--- config.mk ---
export PLATFORM = sky130hd
export DESIGN_NAME = inta_sequencer
export DESIGN_NICKNAME = d
export VERILOG_FILES = /design/src/rtl/inta_sequencer.sv
export SDC_FILE = /design/constraint.sdc
export NUM_CORES = 1
export LEC_CHECK = 0
export ABC_AREA = 1
export CAP_MARGIN = 20
export CORE_MARGIN = 1.5
export CORE_UTILIZATION = 51
export CTS_CLUSTER_DIAMETER = 30
export DETAILED_ROUTE_END_ITERATION = 16
export PLACE_DENSITY = 0.84
export REMOVE_ABC_BUFFERS = 1
export SLEW_MARGIN = 5
export SYNTH_ARGS = -nofsm -noshare
export SYNTH_HDL_FRONTEND = slang
export SYNTH_SLANG_ARGS = --single-unit
export TNS_END_PERCENT = 20
--- constraint.sdc ---
create_clock -name clk -period 4.61 [get_ports clk]
set_clock_uncertainty 0.2 [all_clocks]
set_input_delay 0.922 -clock clk [delete_from_list [all_inputs] [get_ports clk]]
set_output_delay 0.922 -clock clk [all_outputs]
set_load 0.05 [all_outputs]
--- src/rtl/inta_sequencer.sv ---
// PIC8259 interrupt-acknowledge sequencer: raises INT, runs the two-pulse INTA
// handshake, maintains the In-Service Register and drives the vector byte.
module inta_sequencer (
  input  logic       clk,
  input  logic       rst_n,
  input  logic [7:0] IRR,
  input  logic [4:0] Vector_Base,
  input  logic       AEOI,
  input  logic       INTA_N,
  input  logic       EOI_cmd,
  input  logic       EOI_specific,
  input  logic [2:0] EOI_level,
  output logic       INT,
  output logic [7:0] D_OUT,
  output logic       D_OE,
  output logic [7:0] ISR,
  output logic [7:0] Clear_IRR
);

  localparam int unsigned NLVL = 8;
  localparam int unsigned LW   = 3;

  typedef enum logic [2:0] {
    S_IDLE  = 3'd0,
    S_REQ   = 3'd1,
    S_ACK1  = 3'd2,
    S_WAIT2 = 3'd3,
    S_ACK2  = 3'd4
  } state_e;

  state_e          state_q, state_d;
  logic            inta_prev_q;
  logic [LW-1:0]   lvl_q, lvl_d;
  logic            spur_q, spur_d;
  logic            int_q, int_d;
  logic [NLVL-1:0] dout_q, dout_d;
  logic            doe_q, doe_d;
  logic [NLVL-1:0] isr_q, isr_d;
  logic [NLVL-1:0] clr_q, clr_d;

  logic            fall, rise;
  logic [NLVL-1:0] elig;
  logic            any_elig;
  logic [LW-1:0]   win;
  logic            blk;
  logic [NLVL-1:0] set_vec, eoi_clr, aeoi_clr;

  assign fall = ~INTA_N & inta_prev_q;
  assign rise = INTA_N & ~inta_prev_q;

  // Fully-nested eligibility: a level is blocked by any in-service level at or above it.
  always_comb begin
    blk  = 1'b0;
    elig = '0;
    win  = '0;
    for (int i = 0; i < int'(NLVL); i++) begin
      blk     = blk | isr_q[i];
      elig[i] = IRR[i] & ~blk;
    end
    for (int i = int'(NLVL) - 1; i >= 0; i--) begin
      if (elig[i]) win = LW'(i);
    end
    any_elig = |elig;
  end

  always_comb begin
    state_d  = state_q;
    lvl_d    = lvl_q;
    spur_d   = spur_q;
    dout_d   = '0;
    set_vec  = '0;
    aeoi_clr = '0;
    eoi_clr  = '0;
    clr_d    = '0;

    case (state_q)
      S_IDLE: begin
        if (any_elig) state_d = S_REQ;
      end
      S_REQ: begin
        if (fall) begin
          state_d = S_ACK1;
          lvl_d   = any_elig ? win : LW'(7);
          spur_d  = ~any_elig;
          if (any_elig) begin
            set_vec = NLVL'(1) << win;
            clr_d   = NLVL'(1) << win;
          end
        end else if (!any_elig) begin
          state_d = S_IDLE;
        end
      end
      S_ACK1: begin
        if (rise) state_d = S_WAIT2;
      end
      S_WAIT2: begin
        if (fall) begin
          state_d = S_ACK2;
          dout_d  = {Vector_Base, lvl_q};
        end
      end
      S_ACK2: begin
        if (rise) begin
          state_d = S_IDLE;
          if (AEOI && !spur_q) aeoi_clr = NLVL'(1) << lvl_q;
        end else begin
          dout_d = dout_q;
        end
      end
      default: state_d = S_IDLE;
    endcase

    // EOI target is taken from the pre-edge ISR; a coincident set on the same bit wins.
    if (EOI_cmd) begin
      if (EOI_specific) begin
        eoi_clr = NLVL'(1) << EOI_level;
      end else begin
        for (int i = int'(NLVL) - 1; i >= 0; i--) begin
          if (isr_q[i]) eoi_clr = NLVL'(1) << i;
        end
      end
    end

    isr_d = (isr_q & ~(eoi_clr | aeoi_clr)) | set_vec;
    int_d = (state_d == S_REQ);
    doe_d = (state_d == S_ACK2);
  end

  always_ff @(posedge clk or negedge rst_n) begin
    if (!rst_n) begin
      state_q     <= S_IDLE;
      inta_prev_q <= 1'b1;
      lvl_q       <= '0;
      spur_q      <= 1'b0;
      int_q       <= 1'b0;
      dout_q      <= '0;
      doe_q       <= 1'b0;
      isr_q       <= '0;
      clr_q       <= '0;
    end else begin
      state_q     <= state_d;
      inta_prev_q <= INTA_N;
      lvl_q       <= lvl_d;
      spur_q      <= spur_d;
      int_q       <= int_d;
      dout_q      <= dout_d;
      doe_q       <= doe_d;
      isr_q       <= isr_d;
      clr_q       <= clr_d;
    end
  end

  assign INT       = int_q;
  assign D_OUT     = dout_q;
  assign D_OE      = doe_q;
  assign ISR       = isr_q;
  assign Clear_IRR = clr_q;

endmodule

==> impl_metrics.py, run 1 <==
metrics = {
    "run_status": {
        "outcome": "finished clean",
    },
    "detailed_routing": {
        "drt-total-wl_um": 3990,
        "ant_nets": 0,
        "avgViaCountPerCell": 5.18,
        "vias": 1605,
        "drc": 0,
        "routedWlPerCell_um": 12.9,
        "dr.pass1.iters": 4,
        "initialDrtViolationCount": 99,
    },
    "global_route": {
        "grt_pass1_vias": 1423,
        "gr-total-overflow": 0,
        "grt_first_pass_wirelength_um": 6590,
        "antenna_found_initial": 0,
        "grt_start_max_net_pins": 35,
        "grt_usage": 0.240,
    },
    "clocking": {
        "clk_pin_slew_ns": 0.10,
        "cts.htree.levels": 2,
        "postCtsHoldBufs": 0,
        "cts_setup_buffers": 0,
        "numCtsBuffers": 5,
        "clock_tree.buffer_depth": 2,
        "cts_tree": "yes",
        "post_cts_resized": 0,
        "cts_sinks": 34,
        "clockRootBuffer": "clkbuf_4",
        "worstSkewPairLatency_ns": 0.33,
    },
    "worst_setup_path": {
        "critPathCaptureType": "primary output",
        "cp_top_family": "buffers and inverters",
        "cp_cell_sequence": "clkdlybuf4s50_1",
        "crit_buf_inv": 1,
        "arrival_ns": 1.63,
        "cp_slowest_cell": "clkdlybuf4s50_1",
        "critPathMaxFanout": 4,
        "critical_path_class": "register to primary output",
        "critPathMaxStageDelay_ns": 0.85,
        "startpoint_type": "register",
        "critical_path_required_ns": 3.49,
    },
    "final_layout": {
        "fillerInstances": 288,
        "nets": 286,
        "multiInputGateArea_um2": 743,
        "seq_area_um2": 852,
        "fin_cells": 310,
        "drive_above_1_share": 0.102,
        "antennaDiodeCount": 0,
        "area_growth_pct": 33.4,
    },
    "floorplanning": {
        "placementRows": 21,
        "dieArea_mm2": 0.00376,
        "die_w_um": 61.4,
        "pin_count": 48,
        "die_y_um": 61.4,
        "core_mm2": 0.00331,
        "start_util": 0.525,
    },
    "power": {
        "p_per_area_mw_per_mm2": 473,
        "p_leak_uw": 0.00114,
        "total_power_uw": 1100,
        "ir_drop_v": 0.000262,
    },
    "synth": {
        "synth.distinct_cells": 27,
        "yosys_warnings": 0,
        "synthTopCellsByArea": "dfrtp_1, nand2_1, inv_1, nand3_1, nor2_1",
        "async_flop_share": 1.00,
        "synth_top_cell_area_share": 0.476,
        "netlist_instances": 210,
        "synth-edff-count": 0,
        "ys_seq_area_frac": 0.491,
        "synth_common_cells": "nand2_1, inv_1, dfrtp_1, nor2_1, nand3_1",
        "synthMostInstantiatedCell": "nand2_1",
        "synth_top_cell_by_area": "dfrtp_1",
        "syn_avg_cell_area_um2": 8.27,
        "ys.flop_type": "dfrtp_1",
        "ys_seq_elements": 34,
        "syn_area_mm2": 0.00174,
    },
    "timing": {
        "rsz0062_at_grt": "false",
        "slew_headroom": 0.521,
        "timing.setup.tns_ns": 0,
        "finalMaxSlewViolations": 0,
        "fin_crit_ns": 2.75,
        "hold_violations": 0,
        "fmax_ghz": 0.363,
        "setup_violations": 0,
        "tightest_slew_ns": 0.713,
        "timing.final.crit_share": 0.597,
    },
    "place": {
        "dp.final_hpwl_um": 3120,
        "io_buffers": 47,
        "placed_cells": 303,
        "routabilityCongestion": 0.869,
    },
    "min_path": {
        "hold_path_class": "register to register",
    },
    "run": {
        "maxCapViolations": 0,
    },
}
final timing paths:
check | from | endpoint | slack, ns | depth (start not counted)
setup / recovery | ISR[0]$_DFF_PN0_ | ISR[0] | 1.86 | 1
hold reg to reg | D_OUT[7]$_DFFE_PN0P_ | D_OUT[7]$_DFFE_PN0P_ | 0.29 | 2
max in group asynchronous | rst_n | inta_prev_q$_DFF_PN1_ | 3.08 | 2
setup reg to reg | ISR[0]$_DFF_PN0_ | ISR[4]$_DFF_PN0_ | 2.56 | 12
hold / removal | D_OUT[7]$_DFFE_PN0P_ | D_OUT[7]$_DFFE_PN0P_ | 0.29 | 2
min in group asynchronous | rst_n | D_OUT[3]$_DFFE_PN0P_ | 0.80 | 2
flip-flops by register name (all words and copies together), names as in the netlist:
name and count:
Clear_IRR 8, D_OUT 8, ISR 8, lvl_q 3
state_q 3, D_OE 1, INT 1, inta_prev_q 1
spur_q 1
area by class of cell:
type | instances | area share
clock inverters | 1 | 0.00324
repair buffers | 48 | 0.206
well taps | 46 | 0.0248
clock buffers | 6 | 0.0178
flip-flops and latches | 34 | 0.368
multi-input cells | 139 | 0.321
inverters | 36 | 0.0594
per-stage QoR:
stage	util	cell area [um2]	hold WS, ns	setup slack, ns
after global placement	0.685	2270	0.263	1.89
after global routing	0.700	2320	0.319	1.81
after detailed placement	0.685	2270	0.270	1.84
after floorplan	-	1730	0.276	2.54
after CTS	0.700	2320	0.295	1.84
final	0.700	2320	0.291	1.86
where the power goes:
group	switching, uW	total [uW]	internal [uW]
registers	44.2	398	354
clock network	94.9	152	56.9
logic	370	546	176
total	509	1100	587
worst register-to-register path, cell delays in order, from the launching register on:
cell	delay [ns]
dfrtp_1	0.45
nor2_4	0.25
nand4_4	0.13
nor2_4	0.18
nand3_1	0.09
nand2_1	0.06
nand2_1	0.04
nand2_1	0.07
nand2_2	0.07
nand2_4	0.10
nand2_2	0.11
nand3_1	0.10
nand2_1	0.06
placed cells by master, fill, tap and decap left out, types with 2 or more instances in the layout:
cell type	n
o21ai_2	2
clkbuf_4	5
clkdlybuf4s50_1	47
nand3_2	2
nor2_4	3
nor2_2	2
nand2_1	50
o211ai_1	3
nand4_1	4
nor2_1	19
o21ai_0	8
nand3_1	18
nand2_4	2
nand2_2	3
nor3_1	3
inv_1	35
a21oi_1	7
dfrtp_1	33
o221ai_1	5
o311ai_0	2
per-layer routing:
layer | global-route usage | vias to the layer above | share of wire | wire length [um]
met4 | 0.0638 | 0 | 0.011 | 42
li1 | - | 792 | - | -
met5 | 0 | - | 0 | 0
met3 | 0.0504 | 4 | 0.048 | 192
met2 | 0.360 | 52 | 0.47 | 1890
met1 | 0.356 | 757 | 0.47 | 1870
cell families after synthesis:
family,after synthesis,synth area share
flops,34,0.491
buf+inv,37,0.0814
compound gates,31,0.126
simple gates,108,0.302
Power figures use the tool's default switching activity.
==> run 2: changes to the inputs <==
--- a/config.mk
+++ b/config.mk
@@ -8,10 +8,10 @@
 export ABC_AREA = 1
 export CAP_MARGIN = 20
 export CORE_MARGIN = 1.5
-export CORE_UTILIZATION = 51
+export CORE_UTILIZATION = 47
 export CTS_CLUSTER_DIAMETER = 30
 export DETAILED_ROUTE_END_ITERATION = 16
-export PLACE_DENSITY = 0.84
+export PLACE_DENSITY = 0.78
 export REMOVE_ABC_BUFFERS = 1
 export SLEW_MARGIN = 5
 export SYNTH_ARGS = -nofsm -noshare
==> constraint.sdc (replaced) <==
create_clock -name clk -period 2.69 [get_ports clk]
set_clock_uncertainty 0.2 [all_clocks]
set_input_delay 0.538 -clock clk [delete_from_list [all_inputs] [get_ports clk]]
set_output_delay 0.538 -clock clk [all_outputs]
set_load 0.05 [all_outputs]
==> run 2 against run 1 <==
Against the previous run:
- via count down 3.6%
- register-to-register slack worse by 1.9 ns
- sequential cell count did not move
- total power grew 83%
- first-iteration DRC count rose by 27%
- worst hold slack worse by 0.0053 ns
- sequential share of layout area shrank 0.83 points
- non-clock buffer count grew 1
- die area is 8.1% higher
- final cell count rose by 0.65%
- largest cell class unchanged
- final area rose by 2.3%
==> impl_metrics.py, run 2 (synthesized netlist as in run 1, its figures left out) <==
metrics = {
    "run_status": {
        "outcome": "finished clean",
    },
    "power": {
        "comb_power_share": 0.466,
        "p_sw_frac": 0.444,
        "p_leak_uw": 0.00116,
        "p_per_area_mw_per_mm2": 848,
        "total_power_uw": 2010,
        "p_sw_uw": 893,
        "ir_drop_v": 0.000441,
        "share_seq_of_total_power": 0.340,
        "clkPwrFrac": 0.194,
        "p_int_uw": 1120,
    },
    "timing": {
        "finalMaxSlewViolations": 0,
        "setup_violations": 0,
        "slew_headroom": 0.534,
        "fin_crit_ns": 2.32,
        "fmax_ghz": 0.430,
        "rsz0062_at_grt": "false",
        "timing.final.crit_share": 0.864,
        "hold_violations": 0,
        "tightest_slew_ns": 0.694,
        "timing.setup.tns_ns": 0,
    },
    "global_route": {
        "grt_first_pass_wirelength_um": 6890,
        "grt_usage": 0.219,
        "antenna_found_initial": 0,
        "grt_start_max_net_pins": 35,
        "gr-total-overflow": 0,
        "grt_pass1_vias": 1522,
    },
    "worst_setup_path": {
        "crit_cells": 1,
        "arrival_ns": 1.59,
        "cp_cell_sequence": "clkdlybuf4s50_1",
        "critPathMaxFanout": 4,
        "critPathMaxStageDelay_ns": 0.84,
        "cp_top_family": "buffers and inverters",
        "crit_buf_inv": 1,
        "critical_path_required_ns": 1.95,
        "critPathCaptureType": "primary output",
        "rr_worst_depth": 10,
        "cp_slowest_cell": "clkdlybuf4s50_1",
        "startpoint_type": "register",
        "critical_path_class": "register to primary output",
    },
    "detailed_routing": {
        "wl_met3_um": 205,
        "drt-total-wl_um": 3980,
        "topRoutingLayerUsed": "met4",
        "initialDrtViolationCount": 126,
        "drc": 0,
        "ant_nets": 0,
        "wl_met1_um": 1960,
        "dr.pass1.iters": 4,
        "wl_met2_um": 1750,
        "vias": 1548,
        "routedWlPerCell_um": 12.8,
        "avgViaCountPerCell": 4.96,
    },
    "clocking": {
        "cts_sinks": 34,
        "clk_pin_slew_ns": 0.07,
        "clock_tree.buffer_depth": 2,
        "numCtsBuffers": 5,
        "worstSkewPairLatency_ns": 0.29,
        "cts_tree": "yes",
        "cts_setup_buffers": 0,
        "clockRootBuffer": "clkbuf_8",
        "cts.htree.levels": 2,
        "post_cts_resized": 0,
        "postCtsHoldBufs": 0,
    },
    "final_layout": {
        "antennaDiodeCount": 0,
        "drive_above_1_share": 0.113,
        "design_area_mm2": 0.00237,
        "fin_cells": 312,
        "area_growth_pct": 36.5,
        "final_util": 0.689,
        "nets": 287,
        "mostFrequentLayoutCell": "nand2_1",
        "final_cell_mix": "nand2_1, clkdlybuf4s50_1, inv_1",
    },
    "run": {
        "maxCapViolations": 0,
    },
    "floorplanning": {
        "pin_count": 48,
        "die_w_um": 63.8,
        "core_mm2": 0.00344,
        "placementRows": 21,
        "die_y_um": 63.8,
        "dieArea_mm2": 0.00407,
        "start_util": 0.505,
    },
    "min_path": {
        "min_path_cells": 2,
        "hold_path_class": "register to register",
    },
    "place": {
        "io_buffers": 47,
        "routabilityCongestion": 0.929,
        "placed_cells": 304,
        "dp.final_hpwl_um": 3080,
        "placedInstanceArea_mm2": 0.00228,
    },
}
-- run 2: cell types whose count changed in the layout (fill, tap and decap cells not counted) --
| cell | previous run | this run |
|---|---|---|
| buf_4 | 1 | 2 |
| clkbuf_8 | 0 | 6 |
| clkbuf_1 | 1 | 0 |
| clkinv_2 | 0 | 1 |
| clkbuf_4 | 5 | 0 |
-- run 2: layout make-up --
cell class              count  area (um2)
repair buffers             49         485
flip-flops and latches     34         852
inverters                  36         138
multi-input cells         139         743
clock buffers               6        82.6
well taps                  46        57.6
fillers                   289        1070
clock inverters             2        12.5
-- run 2: power by group through the flow --
| stage | sequential (uW) | clock, uW | combinational [uW] |
|---|---|---|---|
| detailed placement | 691 | 0 | 935 |
| finish | 684 | 389 | 937 |
| CTS | 683 | 395 | 937 |
| global placement | 689 | 0 | 922 |
| floorplan | 836 | 0 | 517 |
| global route | 697 | 421 | 1030 |
-- run 2: worst paths after layout --
kind | start | endpoint | slack (ns)
worst max register to register | ISR[0]$_DFF_PN0_ | ISR[3]$_DFF_PN0_ | 0.70
worst min-delay path | D_OUT[7]$_DFFE_PN0P_ | D_OUT[7]$_DFFE_PN0P_ | 0.29
worst max-delay path | ISR[0]$_DFF_PN0_ | ISR[0] | 0.37
worst min register to register | D_OUT[7]$_DFFE_PN0P_ | D_OUT[7]$_DFFE_PN0P_ | 0.29
min in group asynchronous | rst_n | D_OUT[0]$_DFFE_PN0P_ | 0.45
max in group asynchronous | rst_n | inta_prev_q$_DFF_PN1_ | 1.52
-- run 2: metal layers --
metal  track usage  vias to the layer above
li1              -                      795
met1         0.314                      707
met2         0.316                       39
met3        0.0634                        7
met4        0.0788                        0
met5             0                        -
-- run 2: metrics by stage --
step	hold WS, ns	setup slack (ns)
floorplan	0.0424	0.682
global placement	0.263	0.345
detailed placement	0.266	0.316
CTS	0.285	0.366
global route	0.320	0.335
finish	0.285	0.366
-- run 2: worst min-delay path: stages (launching register included) --
cell     delay (ns)
dfrtp_1        0.35
nand2_1        0.05
nand2_1        0.05
==> run 3: changes to the inputs <==
--- a/config.mk
+++ b/config.mk
@@ -11,8 +11,9 @@
 export CORE_UTILIZATION = 47
 export CTS_CLUSTER_DIAMETER = 30
 export DETAILED_ROUTE_END_ITERATION = 16
-export PLACE_DENSITY = 0.78
+export PLACE_DENSITY_LB_ADDON = 0.3
 export REMOVE_ABC_BUFFERS = 1
+export SETUP_SLACK_MARGIN = 0.2
 export SLEW_MARGIN = 5
 export SYNTH_ARGS = -nofsm -noshare
 export SYNTH_HDL_FRONTEND = slang
==> run 3 against run 2 <==
Against the previous run:
- global-route usage grew 0.34 points
- critical endpoint unchanged
- non-clock buffer count grew 1
- combinational power grew 0.4%
- critical path type unchanged
- die area is the same
- total power grew 2.3%
- setup slack gained 0.016 ns
- register-to-register slack lost 0.03 ns
- largest power group unchanged
- wire length shrank 0.40%
- first-iteration DRC count shrank 31%
- worst hold slack lost 0.0012 ns
==> impl_metrics.py, run 3 (synthesized netlist as in run 1, its figures left out) <==
metrics = {
    "run_status": {
        "outcome": "finished clean",
    },
    "final_layout": {
        "final_cell_mix": "nand2_1, clkdlybuf4s50_1, inv_1",
        "area_growth_pct": 37.8,
        "multiInputGateArea_um2": 743,
        "drive_above_1_share": 0.116,
        "mostFrequentLayoutCell": "nand2_1",
        "seq_area_um2": 852,
        "final_util": 0.695,
        "nets": 288,
        "fillerInstances": 274,
        "antennaDiodeCount": 0,
    },
    "worst_setup_path": {
        "reg2reg_to": "ISR[3]$_DFF_PN0_",
        "critPathCaptureType": "primary output",
        "critPathMaxStageDelay_ns": 0.84,
        "rr_worst_depth": 10,
        "critPathMaxFanout": 4,
        "rrSetupSlack_ns": 0.67,
        "startpoint_type": "register",
        "cp_slowest_cell": "clkdlybuf4s50_1",
        "arrival_ns": 1.57,
        "crit_start": "ISR[0]$_DFF_PN0_",
        "reg2reg_from": "ISR[0]$_DFF_PN0_",
        "cp_top_family": "buffers and inverters",
        "critical_path_class": "register to primary output",
        "critical_path_required_ns": 1.95,
        "cp_cell_sequence": "clkdlybuf4s50_1",
        "crit_buf_inv": 1,
    },
    "global_route": {
        "grt_usage": 0.223,
        "antenna_found_initial": 0,
        "grt_first_pass_wirelength_um": 7020,
        "gr-total-overflow": 0,
        "grt_start_max_net_pins": 35,
        "grt_pass1_vias": 1519,
    },
    "clocking": {
        "clockRootBuffer": "clkbuf_8",
        "cts_sinks": 34,
        "cts_setup_buffers": 0,
        "postCtsHoldBufs": 0,
        "worstSkewPairLatency_ns": 0.29,
        "cts_tree": "yes",
        "clk_pin_slew_ns": 0.07,
        "numCtsBuffers": 5,
        "clock_tree.buffer_depth": 2,
        "cts.htree.levels": 2,
        "post_cts_resized": 0,
    },
    "min_path": {
        "hold_end": "D_OUT[6]$_DFFE_PN0P_",
        "min_path_cells": 2,
        "hp-start": "D_OUT[6]$_DFFE_PN0P_",
        "hold_path_class": "register to register",
    },
    "timing": {
        "hold_violations": 0,
        "fin_crit_ns": 2.31,
        "slew_headroom": 0.512,
        "fmax_ghz": 0.433,
        "timing.setup.tns_ns": 0,
        "finalMaxSlewViolations": 0,
        "tightest_slew_ns": 0.726,
        "rsz0062_at_grt": "false",
        "timing.final.crit_share": 0.858,
        "setup_violations": 0,
    },
    "detailed_routing": {
        "drc": 0,
        "vias": 1583,
        "routedWlPerCell_um": 12.7,
        "drt-total-wl_um": 3960,
        "avgViaCountPerCell": 5.06,
        "dr.pass1.iters": 4,
        "ant_nets": 0,
        "initialDrtViolationCount": 87,
    },
    "place": {
        "dp.final_hpwl_um": 3090,
        "routabilityCongestion": 0.878,
        "io_buffers": 47,
    },
    "floorplanning": {
        "placementRows": 21,
        "dieArea_mm2": 0.00407,
        "core_mm2": 0.00344,
        "die_y_um": 63.8,
        "start_util": 0.505,
        "pin_count": 48,
        "die_w_um": 63.8,
    },
    "run": {
        "maxCapViolations": 0,
    },
    "power": {
        "p_per_area_mw_per_mm2": 859,
        "ir_drop_v": 0.000498,
        "p_leak_uw": 0.00118,
    },
}
## run 3: cell count changes in the layout (fill, tap and decap cells not counted)
cell        previous run  this run
clkbuf_8               6         8
buf_4                  2         3
clkinv_2               1         0
clkinvlp_4             1         0
## run 3: worst max path at each step
stage | end | cells after the start
floorplan | ISR[4]$_DFF_PN0_ | 12
global placement | ISR[1]$_DFF_PN0_ | 8
detailed placement | ISR[1]$_DFF_PN0_ | 8
CTS | ISR[0] | 1
global route | ISR[0] | 1
finish | ISR[0] | 1
## run 3: area by class of cell
| type | instances | share of cell area |
|---|---|---|
| multi-input combinational | 139 | 0.311 |
| inverter | 36 | 0.0575 |
| sequential | 34 | 0.356 |
| clock buffer | 8 | 0.0460 |
| tap | 46 | 0.0240 |
| timing repair buffer | 50 | 0.206 |
## run 3: metrics by stage
step | total power (uW) | instance area [um2] | setup slack [ns] | hold slack [ns] | std cells
after floorplan | 1350 | 1730 | 0.682 | 0.0424 | 209
after global placement | 1600 | 2280 | 0.377 | 0.261 | 305
after detailed placement | 1620 | 2280 | 0.323 | 0.269 | 305
after CTS | 2060 | 2390 | 0.388 | 0.287 | 313
after global routing | 2200 | 2390 | 0.347 | 0.298 | 313
final | 2060 | 2390 | 0.382 | 0.284 | 313
## run 3: power breakdown
group          internal, uW  total [uW]  leakage, uW  switching, uW
sequential              607         680     0.000451           73.1
clock                   258         435    0.0000575            177
combinational           307         941     0.000671            635
total                  1170        2060      0.00118            884
## run 3: per-layer routing
metal / track usage / share of wire / wire length (um)
met4: 0.0489 / 0.011 / 42
met2: 0.333 / 0.46 / 1800
met5: 0 / 0 / 0
met3: 0.0704 / 0.057 / 225
met1: 0.317 / 0.48 / 1890
